[src/rtl/arith_sched_if.sv]
// arith_sched_if: bundle of every handshake line between the arithmetic scheduler
// and its neighbours (order unit, I/O unit, memory, arithmetic control block).
//
// Modports:
//   master - the scheduler: samples requests, answers and mem acknowledges,
//            drives mem requests, command/order pulses, done pulses and status.
//   slave  - the environment side of the same lines.
//
// Signal groups:
//   requesters : req_op, req_op_code[2:0], req_io, done_to_op, done_to_io,
//                err_opcode, err_timeout, busy
//   memory     : mem_rd_req, mem_rd_sel, mem_rd_done, mem_wr_req, mem_wr_done
//   control    : do_clear_a, do_mem_to_c, do_move_c_to_a, do_move_c_to_b,
//                order_add/sub/mul/div/and, order_io, ac_answer_op, ac_answer_io
interface arith_sched_if;
    logic       req_op;
    logic [2:0] req_op_code;
    logic       req_io;
    logic       mem_rd_req;
    logic       mem_rd_sel;
    logic       mem_rd_done;
    logic       mem_wr_req;
    logic       mem_wr_done;
    logic       do_clear_a;
    logic       do_mem_to_c;
    logic       do_move_c_to_a;
    logic       do_move_c_to_b;
    logic       order_add;
    logic       order_sub;
    logic       order_mul;
    logic       order_div;
    logic       order_and;
    logic       order_io;
    logic       ac_answer_op;
    logic       ac_answer_io;
    logic       done_to_op;
    logic       done_to_io;
    logic       err_opcode;
    logic       err_timeout;
    logic       busy;

    modport master (
        input  req_op, req_op_code, req_io, mem_rd_done, mem_wr_done,
               ac_answer_op, ac_answer_io,
        output mem_rd_req, mem_rd_sel, mem_wr_req, do_clear_a, do_mem_to_c,
               do_move_c_to_a, do_move_c_to_b, order_add, order_sub, order_mul,
               order_div, order_and, order_io, done_to_op, done_to_io,
               err_opcode, err_timeout, busy
    );

    modport slave (
        output req_op, req_op_code, req_io, mem_rd_done, mem_wr_done,
               ac_answer_op, ac_answer_io,
        input  mem_rd_req, mem_rd_sel, mem_wr_req, do_clear_a, do_mem_to_c,
               do_move_c_to_a, do_move_c_to_b, order_add, order_sub, order_mul,
               order_div, order_and, order_io, done_to_op, done_to_io,
               err_opcode, err_timeout, busy
    );
endinterface

[src/rtl/arith_sched.sv]
// arith_sched: sequencer/arbiter sharing the arithmetic control block between the
// order unit (two-operand arithmetic orders) and the I/O unit (shift orders).
// An arithmetic order runs: clear A, read operand 1, C->A, read operand 2, C->B,
// order pulse, wait for answer, write back C. An I/O order pulses order_io and
// waits for the answer. Simultaneous requests are served round-robin.
//
// Ports:
//   clk        clock
//   reset      synchronous reset, active-high
//   sched_bus  arith_sched_if.master (requests, memory, control lines, status)
//
// Parameter TIMEOUT_CYCLES (2..255): watchdog limit for the answer wait states.
// Build option ARITH_SCHED_WATCHDOG_EN: when defined, an 8-bit watchdog aborts a
// wait state after TIMEOUT_CYCLES cycles (clear A, sticky err_timeout, done pulse);
// when undefined, wait states hang until answer or reset and err_timeout is 0.
module arith_sched #(
    parameter int unsigned TIMEOUT_CYCLES = 100
) (
    input logic           clk,
    input logic           reset,
    arith_sched_if.master sched_bus
);

    if (TIMEOUT_CYCLES < 2 || TIMEOUT_CYCLES > 255) begin : g_bad_timeout
        $error("arith_sched: TIMEOUT_CYCLES must be in 2..255");
    end

    typedef enum logic [12:0] {
        StIdle   = 13'h0001,
        StClr    = 13'h0002,
        StRda    = 13'h0004,
        StLda    = 13'h0008,
        StRdb    = 13'h0010,
        StLdb    = 13'h0020,
        StOrd    = 13'h0040,
        StWaita  = 13'h0080,
        StWr     = 13'h0100,
        StDoneOp = 13'h0200,
        StOrdio  = 13'h0400,
        StWaitio = 13'h0800,
        StDoneIo = 13'h1000
    } state_e;

    state_e     state_q, state_d;
    logic       first_q;    // first cycle of the current state
    logic       holdoff_q;  // one ignored IDLE cycle after a done pulse
    logic       last_io_q;  // last grant went to io
    logic [2:0] code_q;
    logic       code_ok;
    logic       grant_op, grant_io;
    logic       answered, wd_expired, wd_abort;

    assign code_ok  = (code_q <= 3'd4);
    assign grant_op = (state_q == StIdle) && !holdoff_q && sched_bus.req_op &&
                      (!sched_bus.req_io || last_io_q);
    assign grant_io = (state_q == StIdle) && !holdoff_q && sched_bus.req_io &&
                      (!sched_bus.req_op || !last_io_q);
    assign answered = ((state_q == StWaita) && sched_bus.ac_answer_op) ||
                      ((state_q == StWaitio) && sched_bus.ac_answer_io);
    // An answer arriving in the expiry cycle wins over the abort.
    assign wd_abort = wd_expired && !answered;

`ifdef ARITH_SCHED_WATCHDOG_EN
    localparam logic [7:0] WdLast = 8'(TIMEOUT_CYCLES - 1);

    logic [7:0] wd_q;
    logic       err_timeout_q;
    logic       in_wait;

    assign in_wait = (state_q == StWaita) || (state_q == StWaitio);

    // Counter is zero in every non-wait state, so it is clear on wait entry.
    always_ff @(posedge clk) begin
        if (reset) begin
            wd_q          <= 8'd0;
            err_timeout_q <= 1'b0;
        end else begin
            wd_q <= in_wait ? wd_q + 8'd1 : 8'd0;
            if (grant_op || grant_io) begin
                err_timeout_q <= 1'b0;
            end else if (wd_abort) begin
                err_timeout_q <= 1'b1;
            end
        end
    end

    assign wd_expired            = in_wait && (wd_q == WdLast);
    assign sched_bus.err_timeout = err_timeout_q;
`else
    assign wd_expired            = 1'b0;
    assign sched_bus.err_timeout = 1'b0;
`endif

    always_ff @(posedge clk) begin
        if (reset) begin
            state_q   <= StIdle;
            first_q   <= 1'b0;
            holdoff_q <= 1'b0;
            last_io_q <= 1'b1;
            code_q    <= 3'd0;
        end else begin
            state_q   <= state_d;
            first_q   <= (state_d != state_q);
            holdoff_q <= (state_q == StDoneOp) || (state_q == StDoneIo);
            if (grant_op) begin
                code_q    <= sched_bus.req_op_code;
                last_io_q <= 1'b0;
            end else if (grant_io) begin
                last_io_q <= 1'b1;
            end
        end
    end

    always_comb begin
        state_d = state_q;
        unique case (state_q)
            StIdle: begin
                if (grant_op) begin
                    state_d = StClr;
                end else if (grant_io) begin
                    state_d = StOrdio;
                end
            end
            StClr:    state_d = code_ok ? StRda : StDoneOp;
            StRda:    if (sched_bus.mem_rd_done) state_d = StLda;
            StLda:    if (!first_q) state_d = StRdb;
            StRdb:    if (sched_bus.mem_rd_done) state_d = StLdb;
            StLdb:    if (!first_q) state_d = StOrd;
            StOrd:    state_d = StWaita;
            StWaita: begin
                if (sched_bus.ac_answer_op) begin
                    state_d = StWr;
                end else if (wd_expired) begin
                    state_d = StDoneOp;
                end
            end
            StWr:     if (sched_bus.mem_wr_done) state_d = StDoneOp;
            StDoneOp: state_d = StIdle;
            StOrdio:  state_d = StWaitio;
            StWaitio: if (sched_bus.ac_answer_io || wd_expired) state_d = StDoneIo;
            StDoneIo: state_d = StIdle;
            default:  state_d = StIdle;
        endcase
    end

    always_comb begin
        sched_bus.mem_rd_req     = 1'b0;
        sched_bus.mem_rd_sel     = 1'b0;
        sched_bus.mem_wr_req     = 1'b0;
        sched_bus.do_clear_a     = 1'b0;
        sched_bus.do_mem_to_c    = 1'b0;
        sched_bus.do_move_c_to_a = 1'b0;
        sched_bus.do_move_c_to_b = 1'b0;
        sched_bus.order_add      = 1'b0;
        sched_bus.order_sub      = 1'b0;
        sched_bus.order_mul      = 1'b0;
        sched_bus.order_div      = 1'b0;
        sched_bus.order_and      = 1'b0;
        sched_bus.order_io       = 1'b0;
        sched_bus.done_to_op     = 1'b0;
        sched_bus.done_to_io     = 1'b0;
        sched_bus.err_opcode     = 1'b0;
        sched_bus.busy           = (state_q != StIdle);
        unique case (state_q)
            // Invalid codes pass through CLR silently on the way to DONE_OP.
            StClr: sched_bus.do_clear_a = code_ok;
            StRda: sched_bus.mem_rd_req = first_q;
            StLda: begin
                sched_bus.do_mem_to_c    = first_q;
                sched_bus.do_move_c_to_a = !first_q;
            end
            StRdb: begin
                sched_bus.mem_rd_req = first_q;
                sched_bus.mem_rd_sel = 1'b1;
            end
            StLdb: begin
                sched_bus.do_mem_to_c    = first_q;
                sched_bus.do_move_c_to_b = !first_q;
            end
            StOrd: begin
                case (code_q)
                    3'd0:    sched_bus.order_add = 1'b1;
                    3'd1:    sched_bus.order_sub = 1'b1;
                    3'd2:    sched_bus.order_mul = 1'b1;
                    3'd3:    sched_bus.order_div = 1'b1;
                    3'd4:    sched_bus.order_and = 1'b1;
                    default: ;
                endcase
            end
            // Only a watchdog abort clears A from a wait state.
            StWaita, StWaitio: sched_bus.do_clear_a = wd_abort;
            StWr: sched_bus.mem_wr_req = first_q;
            StDoneOp: begin
                sched_bus.done_to_op = 1'b1;
                sched_bus.err_opcode = !code_ok;
            end
            StOrdio:  sched_bus.order_io   = 1'b1;
            StDoneIo: sched_bus.done_to_io = 1'b1;
            default: ;
        endcase
    end

endmodule

[src/flat_wrapper.sv]
// flat-port wrapper written by rule: the top's interface ports become plain ports
module arith_sched_flat 
#(
    parameter int unsigned TIMEOUT_CYCLES = 100
)
  (clk, reset, sched_bus_req_op, sched_bus_req_op_code, sched_bus_req_io, sched_bus_mem_rd_done, sched_bus_mem_wr_done, sched_bus_ac_answer_op, sched_bus_ac_answer_io, sched_bus_mem_rd_req, sched_bus_mem_rd_sel, sched_bus_mem_wr_req, sched_bus_do_clear_a, sched_bus_do_mem_to_c, sched_bus_do_move_c_to_a, sched_bus_do_move_c_to_b, sched_bus_order_add, sched_bus_order_sub, sched_bus_order_mul, sched_bus_order_div, sched_bus_order_and, sched_bus_order_io, sched_bus_done_to_op, sched_bus_done_to_io, sched_bus_err_opcode, sched_bus_err_timeout, sched_bus_busy);
  arith_sched_if sched_bus_i ();
  input logic clk;
  input logic reset;
  input wire logic [$bits(sched_bus_i.req_op)-1:0] sched_bus_req_op;
  input wire logic [$bits(sched_bus_i.req_op_code)-1:0] sched_bus_req_op_code;
  input wire logic [$bits(sched_bus_i.req_io)-1:0] sched_bus_req_io;
  input wire logic [$bits(sched_bus_i.mem_rd_done)-1:0] sched_bus_mem_rd_done;
  input wire logic [$bits(sched_bus_i.mem_wr_done)-1:0] sched_bus_mem_wr_done;
  input wire logic [$bits(sched_bus_i.ac_answer_op)-1:0] sched_bus_ac_answer_op;
  input wire logic [$bits(sched_bus_i.ac_answer_io)-1:0] sched_bus_ac_answer_io;
  output wire logic [$bits(sched_bus_i.mem_rd_req)-1:0] sched_bus_mem_rd_req;
  output wire logic [$bits(sched_bus_i.mem_rd_sel)-1:0] sched_bus_mem_rd_sel;
  output wire logic [$bits(sched_bus_i.mem_wr_req)-1:0] sched_bus_mem_wr_req;
  output wire logic [$bits(sched_bus_i.do_clear_a)-1:0] sched_bus_do_clear_a;
  output wire logic [$bits(sched_bus_i.do_mem_to_c)-1:0] sched_bus_do_mem_to_c;
  output wire logic [$bits(sched_bus_i.do_move_c_to_a)-1:0] sched_bus_do_move_c_to_a;
  output wire logic [$bits(sched_bus_i.do_move_c_to_b)-1:0] sched_bus_do_move_c_to_b;
  output wire logic [$bits(sched_bus_i.order_add)-1:0] sched_bus_order_add;
  output wire logic [$bits(sched_bus_i.order_sub)-1:0] sched_bus_order_sub;
  output wire logic [$bits(sched_bus_i.order_mul)-1:0] sched_bus_order_mul;
  output wire logic [$bits(sched_bus_i.order_div)-1:0] sched_bus_order_div;
  output wire logic [$bits(sched_bus_i.order_and)-1:0] sched_bus_order_and;
  output wire logic [$bits(sched_bus_i.order_io)-1:0] sched_bus_order_io;
  output wire logic [$bits(sched_bus_i.done_to_op)-1:0] sched_bus_done_to_op;
  output wire logic [$bits(sched_bus_i.done_to_io)-1:0] sched_bus_done_to_io;
  output wire logic [$bits(sched_bus_i.err_opcode)-1:0] sched_bus_err_opcode;
  output wire logic [$bits(sched_bus_i.err_timeout)-1:0] sched_bus_err_timeout;
  output wire logic [$bits(sched_bus_i.busy)-1:0] sched_bus_busy;
  assign sched_bus_i.req_op = sched_bus_req_op;
  assign sched_bus_i.req_op_code = sched_bus_req_op_code;
  assign sched_bus_i.req_io = sched_bus_req_io;
  assign sched_bus_i.mem_rd_done = sched_bus_mem_rd_done;
  assign sched_bus_i.mem_wr_done = sched_bus_mem_wr_done;
  assign sched_bus_i.ac_answer_op = sched_bus_ac_answer_op;
  assign sched_bus_i.ac_answer_io = sched_bus_ac_answer_io;
  assign sched_bus_mem_rd_req = sched_bus_i.mem_rd_req;
  assign sched_bus_mem_rd_sel = sched_bus_i.mem_rd_sel;
  assign sched_bus_mem_wr_req = sched_bus_i.mem_wr_req;
  assign sched_bus_do_clear_a = sched_bus_i.do_clear_a;
  assign sched_bus_do_mem_to_c = sched_bus_i.do_mem_to_c;
  assign sched_bus_do_move_c_to_a = sched_bus_i.do_move_c_to_a;
  assign sched_bus_do_move_c_to_b = sched_bus_i.do_move_c_to_b;
  assign sched_bus_order_add = sched_bus_i.order_add;
  assign sched_bus_order_sub = sched_bus_i.order_sub;
  assign sched_bus_order_mul = sched_bus_i.order_mul;
  assign sched_bus_order_div = sched_bus_i.order_div;
  assign sched_bus_order_and = sched_bus_i.order_and;
  assign sched_bus_order_io = sched_bus_i.order_io;
  assign sched_bus_done_to_op = sched_bus_i.done_to_op;
  assign sched_bus_done_to_io = sched_bus_i.done_to_io;
  assign sched_bus_err_opcode = sched_bus_i.err_opcode;
  assign sched_bus_err_timeout = sched_bus_i.err_timeout;
  assign sched_bus_busy = sched_bus_i.busy;
  arith_sched #(.TIMEOUT_CYCLES(TIMEOUT_CYCLES)) u_core (.clk(clk), .reset(reset), .sched_bus(sched_bus_i));
endmodule
[config.mk]
export PLATFORM = sky130hd
export DESIGN_NAME = arith_sched_flat
export DESIGN_NICKNAME = d
export VERILOG_FILES = /design/src/rtl/arith_sched_if.sv /design/src/rtl/arith_sched.sv /design/src/flat_wrapper.sv
export SDC_FILE = /design/constraint.sdc
export NUM_CORES = 1
export LEC_CHECK = 0
export ABC_AREA = 1
export CORE_ASPECT_RATIO = 1.4
export CORE_MARGIN = 8
export CORE_UTILIZATION = 57
export CTS_BUF_LIST = sky130_fd_sc_hd__clkbuf_4
export DETAILED_ROUTE_END_ITERATION = 10
export GPL_TIMING_DRIVEN = 0
export MAX_ROUTING_LAYER = met4
export PLACE_DENSITY = 0.88
export SETUP_SLACK_MARGIN = 0.2
export SLEW_MARGIN = 30
export SYNTH_ARGS = -nofsm -noshare
export SYNTH_HDL_FRONTEND = slang
export SYNTH_SLANG_ARGS = --single-unit
[constraint.sdc]
create_clock -name clk -period 2.8 [get_ports clk]
set_input_delay 0.56 -clock clk [delete_from_list [all_inputs] [get_ports clk]]
set_output_delay 0.56 -clock clk [all_outputs]
set_load 0.05 [all_outputs]
==> out/qor.yml <==
power:
  intPower_w: 0.000535
  powerDensity_mw_per_mm2: 597
  clockPowerShare: 0.152
  ir_worst_vdd_uv: 585
  p_switching_w: 0.000466
  p_sw_frac: 0.465
  p_seq_frac: 0.349
  p_leak_nw: 0.815
  p_comb_frac: 0.499
yosys:
  yosys-top-cells-area: "dfxtp_1, nand2_1, nor2_1"
  synth_ff_type: "dfxtp_1"
  syn-num-nets: 211
  synth-edff-count: 0
  synth_top_cell_area_share: 0.272
  yosys.area.top_type: "dfxtp_1"
  synth_commonest_cells: "nand2_1, nor2_1, inv_1"
  yosys.cell_types.count: 31
  yosysMostFrequentCell: "nand2_1"
  yosys_warnings: 0
  postSynth.asyncResetShare: 0
  synth_area_sq_mm: 0.00140
  syn_inst: 200
  syn_avg_cell_area_sq_um: 6.99
  seq_area_frac_synth: 0.272
  ys_ff_latch: 19
final_layout:
  drive_gt1_frac: 0.281
  fin_cells: 254
  area_growth_pct: 19.9
  fill_cells: 210
  final_nets: 243
  final_util: 0.709
  diodes: 0
sta:
  maxSlewViolCount: 0
  fin_crit_ns: 2.50
  fin_ws_ns: 0.305
  rsz0062_at_grt: "false"
  final_hold_viol_count: 0
  slew_headroom: 0.664
  finalCritPeriodShare: 0.891
  fmaxAchievable_mhz: 401
  setup_tns_ns: 0
  fin_skew_ns: 0.00328
  setup_viol: 0
  hold_ws_ns: 0.555
  tightest_slew_ns: 0.503
setup_path:
  worstSetupPathDepth: 6
  rr_endpoint: "u_core.state_q[2]$_SDFF_PP0_"
  reg2reg_depth: 10
  worstPathRequired_ns: 2.24
  critPathArrivalTime_ns: 1.94
  worst_setup_path_end_kind: "primary output"
  crit_family: "simple AND/OR/NAND/NOR gates"
  reg2reg_from: "u_core.state_q[7]$_SDFF_PP0_"
  cp_num_buf_inv: 1
  reg2reg_slack_ns: 1.13
  crit_chain: "nor2_2 > nand2_2 > nor2_1 > nand2_2 > nor4_1 > clkdlybuf4s15_2"
  startpoint_type: "register"
  max_stage_delay_ns: 0.42
  cp-endpoint: "sched_bus_order_mul"
  crit_start: "u_core.state_q[1]$_SDFF_PP0_"
  path_class: "reg2out"
  cp_slowest_cell: "clkdlybuf4s15_2"
  crit_path_max_fanout: 8
  cp_common_cell: "nand2_2"
detailed_routing:
  vias: 1367
  dr.pass1.iters: 5
  routed_wl_um: 3360
  postRouteAntennaNets: 0
  via_per_inst: 5.38
  drt_iter0_markers: 34
  wl_per_cell_um: 13.2
  post-route-drc-count: 0
grt:
  grt_max_degree: 12
  gr-usage-all-layers: 0.164
  grt_overflow_total: 0
  grt_antenna_before_repair: 0
  grt_pass1_wl_um: 5450
  first_global_vias: 1294
die:
  initial_core_util: 0.592
  die_w_um: 57.9
  row_count: 21
  fp.dieArea_sq_mm: 0.00432
  io_pins: 29
  die_y_um: 74.6
  core_sq_mm: 0.00236
clocking:
  cts_tree: "built"
  cts_htree_levels: 1
  clockBufferDepth: 2
  root_buffer: "clkbuf_4"
  cts_setup_buffers: 0
  clkSlewWorstSetupHoldPaths_ns: 0.12
  clk_latency_ns: 0.32
  cts_sinks: 19
  cts_made_buffers: 3
worst_hold_path:
  min_path_type: "reg2reg"
  hold_start: "u_core.code_q[2]$_SDFFE_PP0P_"
place:
  gp_congestion: 0.883
  place_inst: 250
  dpl.hpwl_um: 2730
  post-place-ws_ns: 0.203
  io_buffers: 27
outcome:
  status: "completed"
run:
  maxCapViolCount: 0
==> registers in the layout, summed over array words and instances (netlist names) <==
register,count
u_core.holdoff_q,1
u_core.first_q,1
u_core.last_io_q,1
u_core.code_q,3
u_core.state_q,13
==> worst min-delay path by stage <==
stage / to / cells after the start
floorplan: u_core.code_q[2]$_SDFFE_PP0P_ / 2
global placement: u_core.last_io_q$_SDFFE_PP1P_ / 4
detailed placement: u_core.code_q[2]$_SDFFE_PP0P_ / 2
CTS: u_core.code_q[2]$_SDFFE_PP0P_ / 2
global route: u_core.code_q[2]$_SDFFE_PP0P_ / 2
finish: u_core.code_q[2]$_SDFFE_PP0P_ / 2
==> repair_timing <==
item	4_1_cts	5_1_grt
endpoints found under the setup margin	16	11
hold buffers	0	0
endpoints found under the hold margin	0	0
gates resized for setup	21	23
cloned	0	0
==> metal layers <==
layer	share of wire	track usage	wire, um	vias up
met5	0	-	0	-
met4	0.015	0.0738	52	0
met3	0.034	0.0154	115	4
met2	0.55	0.313	1840	35
met1	0.40	0.165	1360	633
li1	-	-	-	695
==> tightest hold or removal path: stages (launching register included) <==
cell     delay (ns)
dfxtp_1        0.36
inv_1          0.10
a21oi_1        0.06
==> cell type report <==
| cell class | instances | area [sq um] | area share |
|---|---|---|---|
| buffer | 3 | 40.0 | 0.0239 |
| clock buffer | 3 | 22.5 | 0.0134 |
| clock inverter | 1 | 5.00 | 0.00299 |
| inverter | 31 | 119 | 0.0709 |
| multi-input combinational | 147 | 865 | 0.516 |
| sequential | 19 | 380 | 0.227 |
| tap | 23 | 28.8 | 0.0172 |
| timing repair buffer | 27 | 216 | 0.129 |
==> layout by cell type (no fill, tap or decap), types with 3 or more instances in the layout <==
| cell | n |
|---|---|
| nand2_4 | 5 |
| clkdlybuf4s50_1 | 11 |
| nand3_2 | 4 |
| dfxtp_1 | 19 |
| nor2_1 | 27 |
| nand3_1 | 17 |
| nor4_1 | 5 |
| nand2_2 | 13 |
| inv_2 | 3 |
| o21ai_0 | 6 |
| dlygate4sd2_1 | 4 |
| clkbuf_4 | 3 |
| nand2_1 | 30 |
| nand3b_1 | 3 |
| inv_1 | 25 |
| nor2_4 | 3 |
| clkbuf_2 | 10 |
| nor2_2 | 11 |
| a21oi_1 | 9 |
==> per-stage QoR <==
step | cell area, sq um | total power (W)
6_report | 1680 | 0.00100
5_1_grt | 1680 | 0.00106
4_1_cts | 1720 | 0.000999
3_5_place_dp | 1700 | 0.000854
3_3_place_gp | 1700 | 0.000848
2_1_floorplan | 1400 | 0.000735
==> kinds of logic (layout without fill, tap and decap cells) <==
kind of cell,count (synthesis),in the layout,synth area share
other,1,1,0.00268
flip-flops,19,19,0.272
AND/OR/NAND/NOR,129,129,0.547
AO/OA/AOI/OAI,17,17,0.0653
buffers and inverters,34,65,0.114
==> power groups by stage <==
stage               Sequential, W  Combinational [W]  Clock, W
global route             0.000355           0.000548  0.000161
global placement         0.000353           0.000494         0
finish                   0.000349           0.000500  0.000152
CTS                      0.000348           0.000499  0.000152
floorplan                0.000348           0.000387         0
detailed placement       0.000355           0.000499         0
(Power assumes the default switching activity.)
